<file path="config.mk">
export PLATFORM = sky130hd
export DESIGN_NAME = main_fsm
export DESIGN_NICKNAME = d
export VERILOG_FILES = /design/src/rtl/main_fsm.sv
export SDC_FILE = /design/constraint.sdc
export NUM_CORES = 1
export LEC_CHECK = 0
export BUFFER_PORTS_ARGS = -buffer_cell sky130_fd_sc_hd__buf_2
export CORE_UTILIZATION = 40
export CTS_CLUSTER_SIZE = 28
export DETAILED_ROUTE_END_ITERATION = 8
export GPL_ROUTABILITY_DRIVEN = 1
export GPL_TIMING_DRIVEN = 0
export PLACE_DENSITY = 0.68
export SLEW_MARGIN = 25
export SYNTH_ARGS = -nofsm -noshare
export SYNTH_HDL_FRONTEND = slang
export SYNTH_SLANG_ARGS = --single-unit
</file>
<file path="constraint.sdc">
create_clock -name clk -period 1.4 [get_ports clk]
set_input_delay 0 -clock clk [delete_from_list [all_inputs] [get_ports clk]]
set_output_delay 0 -clock clk [all_outputs]
set_load 0.05 [all_outputs]
</file>
<file path="src/rtl/main_fsm.sv">
// ----------------------------------------------------------------------------
// main_fsm -- multicycle RISC-V main control FSM (Moore style)
//
// This FSM sequences each instruction through fetch, decode, execute,
// memory and writeback states. The datapath controls depend only on the
// current state. The only live inputs that reach the outputs are the
// qualifiers MemReady and Zero, and reset, which blanks the write enables.
// There is no combinational path from op to any output.
//
// Ports
//   clk        in   1  sole clock, rising edge
//   reset      in   1  synchronous, active-high; forces FETCH
//   op         in   7  opcode field of the instruction register
//   Zero       in   1  ALU zero flag (BEQ only)
//   MemReady   in   1  memory access completes this cycle
//   AdrSrc     out  1  0 = PC, 1 = ALU result register
//   IRWrite    out  1  instruction register load enable
//   ALUSrcA    out  2  00 = PC, 01 = OldPC, 10 = rs1
//   ALUSrcB    out  2  00 = rs2, 01 = imm, 10 = const 4
//   ALUOp      out  2  00 = add, 01 = sub, 10 = funct-decoded
//   ResultSrc  out  2  00 = ALUOut, 01 = mem data, 10 = ALU result
//   RegWrite   out  1  register file write enable
//   MemWrite   out  1  memory write enable
//   PCWrite    out  1  PC write enable
// ----------------------------------------------------------------------------
module main_fsm (
   input  logic       clk,
   input  logic       reset,
   input  logic [6:0] op,
   input  logic       Zero,
   input  logic       MemReady,
   output logic       AdrSrc,
   output logic       IRWrite,
   output logic [1:0] ALUSrcA,
   output logic [1:0] ALUSrcB,
   output logic [1:0] ALUOp,
   output logic [1:0] ResultSrc,
   output logic       RegWrite,
   output logic       MemWrite,
   output logic       PCWrite
);

   // Opcodes
   localparam logic [6:0] OP_LW   = 7'b0000011;
   localparam logic [6:0] OP_SW   = 7'b0100011;
   localparam logic [6:0] OP_RTYP = 7'b0110011;
   localparam logic [6:0] OP_ITYP = 7'b0010011;
   localparam logic [6:0] OP_BEQ  = 7'b1100011;
   localparam logic [6:0] OP_JAL  = 7'b1101111;

   // Mux select encodings
   localparam logic [1:0] SRCA_PC    = 2'b00;
   localparam logic [1:0] SRCA_OLDPC = 2'b01;
   localparam logic [1:0] SRCA_RS1   = 2'b10;
   localparam logic [1:0] SRCB_RS2   = 2'b00;
   localparam logic [1:0] SRCB_IMM   = 2'b01;
   localparam logic [1:0] SRCB_FOUR  = 2'b10;
   localparam logic [1:0] ALUOP_ADD  = 2'b00;
   localparam logic [1:0] ALUOP_SUB  = 2'b01;
   localparam logic [1:0] ALUOP_FN   = 2'b10;
   localparam logic [1:0] RES_ALUOUT = 2'b00;
   localparam logic [1:0] RES_MEM    = 2'b01;
   localparam logic [1:0] RES_ALU    = 2'b10;

   typedef enum logic [3:0] {
      S_FETCH    = 4'd0,
      S_DECODE   = 4'd1,
      S_MEMADR   = 4'd2,
      S_MEMREAD  = 4'd3,
      S_MEMWB    = 4'd4,
      S_MEMWRITE = 4'd5,
      S_EXECUTER = 4'd6,
      S_EXECUTEI = 4'd7,
      S_ALUWB    = 4'd8,
      S_BEQ      = 4'd9,
      S_JAL      = 4'd10
   } state_t;

   state_t state_q, state_d;

   // State register
   always_ff @(posedge clk) begin
      if (reset) state_q <= S_FETCH;
      else       state_q <= state_d;
   end

   // Next-state logic
   always_comb begin
      state_d = state_q;
      unique case (state_q)
         S_FETCH:    if (MemReady) state_d = S_DECODE;
         S_DECODE: begin
            unique case (op)
               OP_LW, OP_SW: state_d = S_MEMADR;
               OP_RTYP:      state_d = S_EXECUTER;
               OP_ITYP:      state_d = S_EXECUTEI;
               OP_BEQ:       state_d = S_BEQ;
               OP_JAL:       state_d = S_JAL;
               // An illegal opcode goes straight back to fetch. DECODE asserts
               // no enables, so nothing is written on this path.
               default:      state_d = S_FETCH;
            endcase
         end
         S_MEMADR:   state_d = (op == OP_LW) ? S_MEMREAD : S_MEMWRITE;
         S_MEMREAD:  if (MemReady) state_d = S_MEMWB;
         S_MEMWB:    state_d = S_FETCH;
         S_MEMWRITE: if (MemReady) state_d = S_FETCH;
         S_EXECUTER: state_d = S_ALUWB;
         S_EXECUTEI: state_d = S_ALUWB;
         S_ALUWB:    state_d = S_FETCH;
         S_BEQ:      state_d = S_FETCH;
         S_JAL:      state_d = S_ALUWB;
         default:    state_d = S_FETCH;
      endcase
   end

   // Output decode: state-only selects, plus the MemReady and Zero qualifiers
   // on the enables.
   always_comb begin
      AdrSrc    = 1'b0;
      IRWrite   = 1'b0;
      ALUSrcA   = SRCA_PC;
      ALUSrcB   = SRCB_RS2;
      ALUOp     = ALUOP_ADD;
      ResultSrc = RES_ALUOUT;
      RegWrite  = 1'b0;
      MemWrite  = 1'b0;
      PCWrite   = 1'b0;
      unique case (state_q)
         S_FETCH: begin
            ALUSrcB   = SRCB_FOUR;
            ResultSrc = RES_ALU;
            // Load IR and bump PC only on the cycle the fetch completes.
            IRWrite   = MemReady;
            PCWrite   = MemReady;
         end
         S_DECODE: begin
            ALUSrcA = SRCA_OLDPC;
            ALUSrcB = SRCB_IMM;
         end
         S_MEMADR: begin
            ALUSrcA = SRCA_RS1;
            ALUSrcB = SRCB_IMM;
         end
         S_MEMREAD: begin
            AdrSrc = 1'b1;
         end
         S_MEMWB: begin
            ResultSrc = RES_MEM;
            RegWrite  = 1'b1;
         end
         S_MEMWRITE: begin
            AdrSrc   = 1'b1;
            // Leaving on MemReady ensures exactly one write pulse per store.
            MemWrite = MemReady;
         end
         S_EXECUTER: begin
            ALUSrcA = SRCA_RS1;
            ALUOp   = ALUOP_FN;
         end
         S_EXECUTEI: begin
            ALUSrcA = SRCA_RS1;
            ALUSrcB = SRCB_IMM;
            ALUOp   = ALUOP_FN;
         end
         S_ALUWB: begin
            RegWrite = 1'b1;
         end
         S_BEQ: begin
            ALUSrcA = SRCA_RS1;
            ALUOp   = ALUOP_SUB;
            PCWrite = Zero;
         end
         S_JAL: begin
            ALUSrcA = SRCA_OLDPC;
            ALUSrcB = SRCB_FOUR;
            PCWrite = 1'b1;
         end
         default: ;
      endcase
      // Reset blanks every write enable so an aborted instruction cannot commit.
      if (reset) begin
         IRWrite  = 1'b0;
         PCWrite  = 1'b0;
         RegWrite = 1'b0;
         MemWrite = 1'b0;
      end
   end

endmodule

</file>
* Yosys cells after proc, flatten, opt, wreduce, memory -nomap -nowiden *
Index checks and enable logic that the tools add are counted.

storage, ports and cells
  flip-flop bits (word level) = 4
  word-level logic and storage cells = 50
  input port bits = 11
  output and inout port bits = 13

cells by class
  muxes and demuxes = 19
  equality and inequality tests = 19
  reduce and logical (&&, ||, !) cells = 11

operators with widths
  operator                                              number
  case mux 4 bit (6 select lines)                       1
  case mux 4 bit (5 select lines)                       1
  equality test 4 x 3 -> 1 bit (second input constant)  4
  case mux 2 bit (2 select lines)                       4
  equality test 7 x 6 -> 1 bit (second input constant)  2
  equality test 7 bit (second input constant)           2
  equality test 4 bit (second input constant)           3
  2-to-1 mux 4 bit                                      3
  OR reduction 2 bit                                    6
  equality test 4 x 2 -> 1 bit (second input constant)  2
  2-to-1 mux 1 bit                                      8
  equality test 7 x 2 -> 1 bit (second input constant)  1
  equality test 7 x 5 -> 1 bit (second input constant)  1
  inequality test 2 bit (second input constant)         3
  OR reduction 3 bit                                    2
  equality test 4 x 1 -> 1 bit (second input constant)  1
  zero test 4 bit                                       1
  OR reduction 4 bit                                    1
  2-to-1 mux 3 bit                                      1
  case mux 1 bit (3 select lines)                       1
  AND reduction 3 bit                                   1

* Logic depth before layout (Yosys ltp) *
Gate-level depths: netlist of the first run.

  depth in word-level cells = 4
  gate-level depth with buffers = 5
  depth with buffers taken out = 4

* Worst setup path after synthesis of the first run *
OpenSTA, ideal clock, no wires.

  path type = register to output
  from = reg state_q[2]
  to = out MemWrite
  buffers on the path = 1
  required time = 1.400 ns
  arrival time = 2.221 ns
  stages on the path, launching flop included = 4
  setup slack = -0.821 ns
  cells stage by stage = dfxtp_1 buf_2 nand2b_1 nor4b_1

between the ends
  word-level cells in the longest chain between the ends = 3

ends and longest elaborated chain
  item                          line  text
  from (decl)                   79    state_t state_q, state_d;
  from (signal assigned)        84    else state_q <= state_d;
  equality test 4 x 3 -> 1 bit  129   unique case (state_q)
  2-to-1 mux 1 bit              129
  2-to-1 mux 1 bit              182   if (reset) begin
  to (decl)                     39    output logic MemWrite,

Every way passes these cells.

* Worst setup path after layout of the first run *
  from = reg state_q[2]
  to = out RegWrite

between the ends
  word-level cells in the longest chain between the ends = 4
  elaborated cells between the ends (all ways) = 5
  those cells by class = 2 x eq/ne; 2 x mux; 1 x reduce/logical

ends and longest elaborated chain
  item                                                                 line  text
  equality test 4 bit or equality test 4 x 3 -> 1 bit (tied branches)  129
  OR reduction 2 bit (no source line) *                                -
  2-to-1 mux 1 bit *                                                   129
  2-to-1 mux 1 bit *                                                   182
  to (decl)                                                            38    output logic RegWrite,

Every way passes the cells marked *; elsewhere a longest branch is shown, timed or not.

==> summary.txt, run 1 <==
GRT
  – GRT Overall Usage: 21.6%
  – Antenna violations before repair: 0
  – Overflow after GRT: 0
  – Vias in the first global route: 527
  – First-pass GRT wire length: between 2000 and 2500 um
  – Largest net degree at the start of global routing: 11

Drt
  – Routed met2 length: 878 um
  – Routed met1 length: 727 um
  – DRC violations left: 0
  – Routed wire length: around 1600 um
  – Iteration-0 DRC Markers: 7
  – Routed Antenna Nets: 0
  – Top Metal Used: met3
  – Drt pass-1 iters: 4
  – Routed wire per std cell: between 10 and 15 um
  – Metal3 WL: 35 um
  – Via density: 5.64
  – Via count: 660

Critical path
  – CP endpoint kind: output pin
  – Slowest cell delay on critical path: 0.28 ns
  – Crit path DAT: 1.41 ns
  – Setup crit start kind: flop
  – Critical path's slowest cell: dfxtp_1
  – Crit-path cells: buf_2 -> buf_8 -> xnor2_1 -> nor4_2 -> buf_4
  – Largest delay share family, worst path: buffers and inverters
  – CP Max Fanout: 10
  – Crit Path Category: reg2out
  – R2R setup slack: 0.16 ns
  – WP data required: 1.40 ns
  – Combined buffer and inverter count along the critical path: 3

Floorplanning
  – CORE AREA: approximately 0.0013 mm2
  – Die span in y: 40.5 um
  – Die Area: 0.00164 mm2
  – Die width: 40.5 um
  – IO Pins: 24
  – Row count: 13
  – Initial Util: 44.6%

Clock network
  – Root Driver: clkbuf_4
  – CTS buffer count: 3
  – Worst-Skew Late Latency: between 0.2 and 0.25 ns
  – Clock transition at the registers of the reported paths: approximately 0.030 ns
  – Clk sinks: 4
  – CTS H-tree lvls: 1
  – Clk buf depth: 2
  – Hold_buf cts: 0
  – CTS tree: built

STA
  – Final Critical Period: 1.41 ns
  – Worst slew pin tran: 0.538 ns
  – RSZ-0062 raised after global routing: true
  – Post-route setup slack: -0.00516 ns
  – Final hold violation count: 0
  – Final critical-path share of the clock period: 100%
  – Clock skew: ~0.000092 ns
  – Rel. slew slack: 64.1%
  – Max-slew violation count: 0
  – Fmax: 0.712 GHz
  – Endpoints failing setup: 2

Synthesis
  – Net count after synthesis: 83
  – Syn. warnings: 0
  – Largest area contributor in the netlist: dfxtp_1
  – Synth top area cells: dfxtp_1 (13%), xnor2_1 (7.4%), a21oi_1 (5.1%), nor3_2 (5.1%), nand4bb_4 (4.6%)
  – Main flop type after synthesis: dfxtp_1
  – Count of cell types in the netlist: 40
  – Synth Register Bits: 4
  – Post-synth EDFFs: 0
  – Post-synth top area share: a little over an eighth
  – Synthesized instance count: 72
  – Synthesized area: 594 um2
  – Post-synth ARST share: 0%
  – Synth Area per Inst: ~8.3 um2
  – Seq/Total Area, Yosys: between 10% and 20%

Placement
  – Port Buffers: 22
  – Placer congestion estimate: 0.849
  – Dpl hpwl: between 1000 and 1500 um
  – Placed Area: 774 um2

Pwr
  – Final total power: 491 uW
  – P_leak: 0.409 nW
  – Worst VDD drop: 0.433 mV
  – PwrDens: between 500 and 600 mW/mm2

Layout
  – Syn-to-layout area delta: 56.2%
  – Most flops, register: state_q
  – Ratio of cells with drive above 1 in the final layout: 60.8%
  – Fin area: 928 um2
  – Final net count: around 120
  – Largest register FFs: 4
  – Regs by FF count: state_q (4)
  – ANT cells: 0

Status
  – Outcome: finished, violations left
  – Failing checks: negative setup slack

Hold path
  – Hold Crit Class: in2reg

Job
  – Max-Cap Viols: 0
==> placed cells by master (no fill, tap or decap), types with 4 or more instances in the layout <==
master,count
clkbuf_4,4
buf_6,7
nor3_2,4
nor2_1,6
a21oi_1,5
xnor2_1,5
buf_4,10
buf_2,13
==> cell families after synthesis <==
logic type,count (synthesis),synth area share [%]
AND/OR/NAND/NOR,34,41.9
multiplexers,1,2.53
buffers and inverters,9,10.9
XOR/XNOR,6,8.84
flip-flops,4,13.5
AO/OA/AOI/OAI,18,22.3
==> layer usage <==
layer / global-route usage (%) / vias up
met5: 0 / -
met4: 10.0 / 0
met3: 3.89 / 0
met2: 36.5 / 10
met1: 26.1 / 322
li1: - / 328
==> power by group <==
part | switching [mW] | leakage (nW) | internal [mW]
clock network | 0.0413 | 0.0138 | 0.0955
logic | 0.131 | 0.361 | 0.104
registers | 0.00294 | 0.0341 | 0.116
==> cell usage after synthesis, types with 2 or more instances <==
cell type	n
nand2b_1	2
nor3_1	4
inv_1	2
xnor2_1	5
nor3_2	3
o31a_1	2
nor4_1	2
o21bai_1	2
nor2_1	7
nand2_1	2
buf_2	2
nor4b_1	2
buf_4	2
dfxtp_1	4
a21oi_1	6
==> worst reg2reg max path: stages, from the launching register on <==
cell and delay, ns:
dfxtp_1 0.28, buf_2 0.16, buf_8 0.16, nor3_4 0.12
buf_4 0.14, nand4_1 0.10, o22ai_2 0.19
==> per-stage QoR <==
stage / instances / hold WS [ns] / worst slack [ns] / utilization [%] / setup TNS (ns)
after global placement: 109 / 0.361 / 0.117 / 58.1 / 0
after detailed placement: 109 / 0.363 / 0.0854 / 58.1 / 0
after CTS: 115 / 0.107 / -0.0135 / 65.5 / -0.0395
after floorplan: 72 / 0.176 / -0.150 / - / -0.485
final: 117 / 0.114 / -0.00516 / 69.6 / -0.00685
after global routing: 117 / 0.130 / -0.0615 / 69.6 / -0.210
==> cell type report <==
| cell class | instances | area, um2 |
|---|---|---|
| fill | 114 | 405 |
| buffer | 6 | 57.6 |
| clock buffer | 3 | 22.5 |
| inverter | 3 | 25.0 |
| timing repair buffer | 27 | 188 |
| tap | 15 | 18.8 |
| multi-input combinational | 59 | 531 |
| sequential | 4 | 86.3 |
==> repair_timing <==
| action | 4_1_cts | 5_1_grt |
|---|---|---|
| setup endpoints to repair | 8 | 10 |
| pin swaps | 0 | 2 |
| buffers inserted | 3 | 2 |
| gates resized for setup | 17 | 13 |
==> final timing paths <==
kind,startpoint,end,cells past startpoint
setup / recovery,state_q[2],RegWrite,5
hold / removal,op[0],state_q[1],3
setup reg to reg,state_q[2],state_q[1],6
hold reg to reg,state_q[1],state_q[0],2
Power figures use the tool's default switching activity.
==> run 2, diff against run 1 <==
--- a/config.mk
+++ b/config.mk
@@ -12,6 +12,7 @@
 export GPL_ROUTABILITY_DRIVEN = 1
 export GPL_TIMING_DRIVEN = 0
 export PLACE_DENSITY = 0.68
+export RECOVER_POWER = 50
 export SLEW_MARGIN = 25
 export SYNTH_ARGS = -nofsm -noshare
 export SYNTH_HDL_FRONTEND = slang
==> summary.txt, run 2 (synthesis gave the netlist of run 1 again) <==
Layout
  – Final net count: 115 (unchanged)
  – Regs by FF count: state_q (4)
  – Commonest non-fill, non-tap cell in the layout: buf_2
  – Ratio of cells with drive above 1 in the final layout: 59.8% (-0.98 points)
  – Fin util: 69.1% (-0.47 points)
  – # fillers: 116 (+1.8%)
  – Syn-to-layout area delta: 55.2%
  – Fin cells: 117 (unchanged)
  – Most flops, register: state_q
  – Fin area: 922 um2 (-0.67%)
  – Most frequent cells in the layout: buf_2 (13), buf_4 (10), buf_6 (7)
  – Largest register FFs: 4 (unchanged)
  – ANT cells: 0 (unchanged)

Pwr
  – Combinational share of power: 47.8% (about the same)
  – Reg power frac: 24.3% (about the same)
  – PwrDens: 531 mW/mm2 (+0.41%)
  – P_leak: 0.409 nW (-0.14%)
  – Switching portion of total power: 35.6% (-0.12 points)
  – Pint: 315 uW (about the same)
  – P_sw: 174 uW (-0.61%)
  – Worst VDD drop: 0.434 mV (about the same)
  – Clock power frac: 27.9% (about the same)

GRT
  – First-pass GRT wire length: 2260 um (unchanged)
  – Largest net degree at the start of global routing: 11 (unchanged)
  – GRT Overall Usage: 21.6% (unchanged)
  – Overflow after GRT: 0 (unchanged)
  – Vias in the first global route: 527 (unchanged)
  – Antenna violations before repair: 0 (unchanged)

Drt
  – DRC violations left: 0 (unchanged)
  – Via count: 660 (unchanged)
  – Iteration-0 DRC Markers: 8 (+1)
  – Routed Antenna Nets: 0 (unchanged)
  – Routed wire length: 1650 um (+0.30%)
  – Routed wire per std cell: 14.1 um (+0.30%)
  – Via density: 5.64 (unchanged)
  – Drt pass-1 iters: 4 (unchanged)

Job
  – Max-Cap Viols: 0 (unchanged)

STA
  – RSZ-0062 raised after global routing: true
  – Final hold violation count: 0 (unchanged)
  – Max-slew violation count: 0 (unchanged)
  – Setup tns final: -0.00935 ns (-0.00250 ns)
  – Clock skew: 0.0000751 ns (-0.0000167 ns)
  – Post-route setup slack: -0.00935 ns (-0.00419 ns)
  – Endpoints failing setup: 1 (-1)
  – Fmax: 0.710 GHz (-0.30%)
  – Final critical-path share of the clock period: 101% (+0.30 points)
  – Final Critical Period: 1.41 ns (+0.00419 ns)
  – Rel. slew slack: 65.3% (+1.2 points)
  – Worst slew pin tran: 0.521 ns (-0.0173 ns)

Critical path
  – WP data required: 1.40 ns (about the same)
  – Critical path's slowest cell: dfxtp_4
  – Crit path DAT: 1.41 ns (about the same)
  – Slowest cell delay on critical path: 0.37 ns (+0.09 ns)
  – Crit Path Category: reg2out
  – CP endpoint kind: output pin
  – Setup crit start kind: flop
  – Crit-path cells: and2b_2 -> a21o_1 -> a21oi_2 -> nor3_2 -> buf_6
  – CP Max Fanout: 7 (-3)

Clock network
  – CTS tree: built
  – Clk buf depth: 2 (unchanged)
  – CTS buffer count: 3 (unchanged)
  – Clock transition at the registers of the reported paths: 0.03 ns (about the same)
  – Root Driver: clkbuf_4
  – Clk sinks: 4 (unchanged)
  – Worst-Skew Late Latency: 0.23 ns (about the same)
  – Hold_buf cts: 0 (unchanged)
  – CTS H-tree lvls: 1 (unchanged)

Placement
  – Dpl hpwl: 1150 um (unchanged)
  – Pre-CTS setup slack: 0.0854 ns (unchanged)
  – Placer congestion estimate: 0.849 (unchanged)
  – Port Buffers: 22 (unchanged)
  – Placed Area: 774 um2 (unchanged)
  – Inst Count DP: 109 (unchanged)

Floorplanning
  – Initial Util: 44.6% (unchanged)
  – Die width: 40.5 um (unchanged)
  – CORE AREA: 0.00133 mm2 (unchanged)
  – Row count: 13 (unchanged)
  – IO Pins: 24 (unchanged)
  – Die span in y: 40.5 um (unchanged)
  – Die Area: 0.00164 mm2 (unchanged)

Status
  – Failing checks: negative setup slack
  – Outcome: finished, violations left

Hold path
  – Hold Crit Class: in2reg
run 2: cell types whose count changed in the layout (fill, tap and decap cells not counted):
cell,delta
o22ai_2,-1
o22ai_1,+1
run 2: path summary, 6_finish.rpt:
| check | slack, ns | endpoint | depth (start not counted) | from |
|---|---|---|---|---|
| max | -0.009 | PCWrite | 5 | state_q[1] |
| min | 0.11 | state_q[1] | 3 | op[0] |
| max reg2reg | 0.15 | state_q[1] | 6 | state_q[2] |
| min reg2reg | 0.65 | state_q[0] | 2 | state_q[1] |
run 2: timing repair:
item / CTS / global route
buffers inserted: 3 / 2
endpoints found under the hold margin: 0 / 0
gates resized for setup: 17 / 13
pin swaps: 0 / 2
cloned: 0 / 0
setup endpoints to repair: 8 / 10
run 2: final cells by class:
type | count | area, um2 | share of cell area, %
tap | 15 | 18.8 | 2.04
clock buffer | 3 | 22.5 | 2.44
inverter | 3 | 25.0 | 2.71
timing repair buffer | 27 | 188 | 20.4
sequential | 4 | 86.3 | 9.36
multi-input combinational | 59 | 524 | 56.9
buffer | 6 | 57.6 | 6.24
run 2: power groups by stage:
stage                     registers (mW)  logic [mW]  clock network (mW)
final                              0.119       0.234               0.137
after global routing               0.119       0.249               0.150
after CTS                          0.120       0.217               0.148
after detailed placement           0.121       0.195                   0
after global placement             0.121       0.193                   0
after floorplan                    0.121       0.147                   0
run 2: worst max-delay path: cells and delay by family (launching register included):
kind,cells,cell delay [ns]
compound gates,2,0.33
buf+inv,1,0.18
flops,1,0.37
simple gates,2,0.30
run 2: through the flow:
step	hold slack [ns]	power, mW
after floorplan	0.176	0.268
after global placement	0.361	0.314
after detailed placement	0.363	0.316
after CTS	0.107	0.485
after global routing	0.126	0.518
final	0.114	0.490
run 2: metal layers:
layer	part of all wire (%)	global-route usage [%]	vias to the layer above	wire length, um
li1	-	-	329	-
met2	54	36.5	15	891
met1	43	26.1	316	702
met5	0	0	-	0
met4	0	10.0	0	0
met3	3.2	3.89	0	53
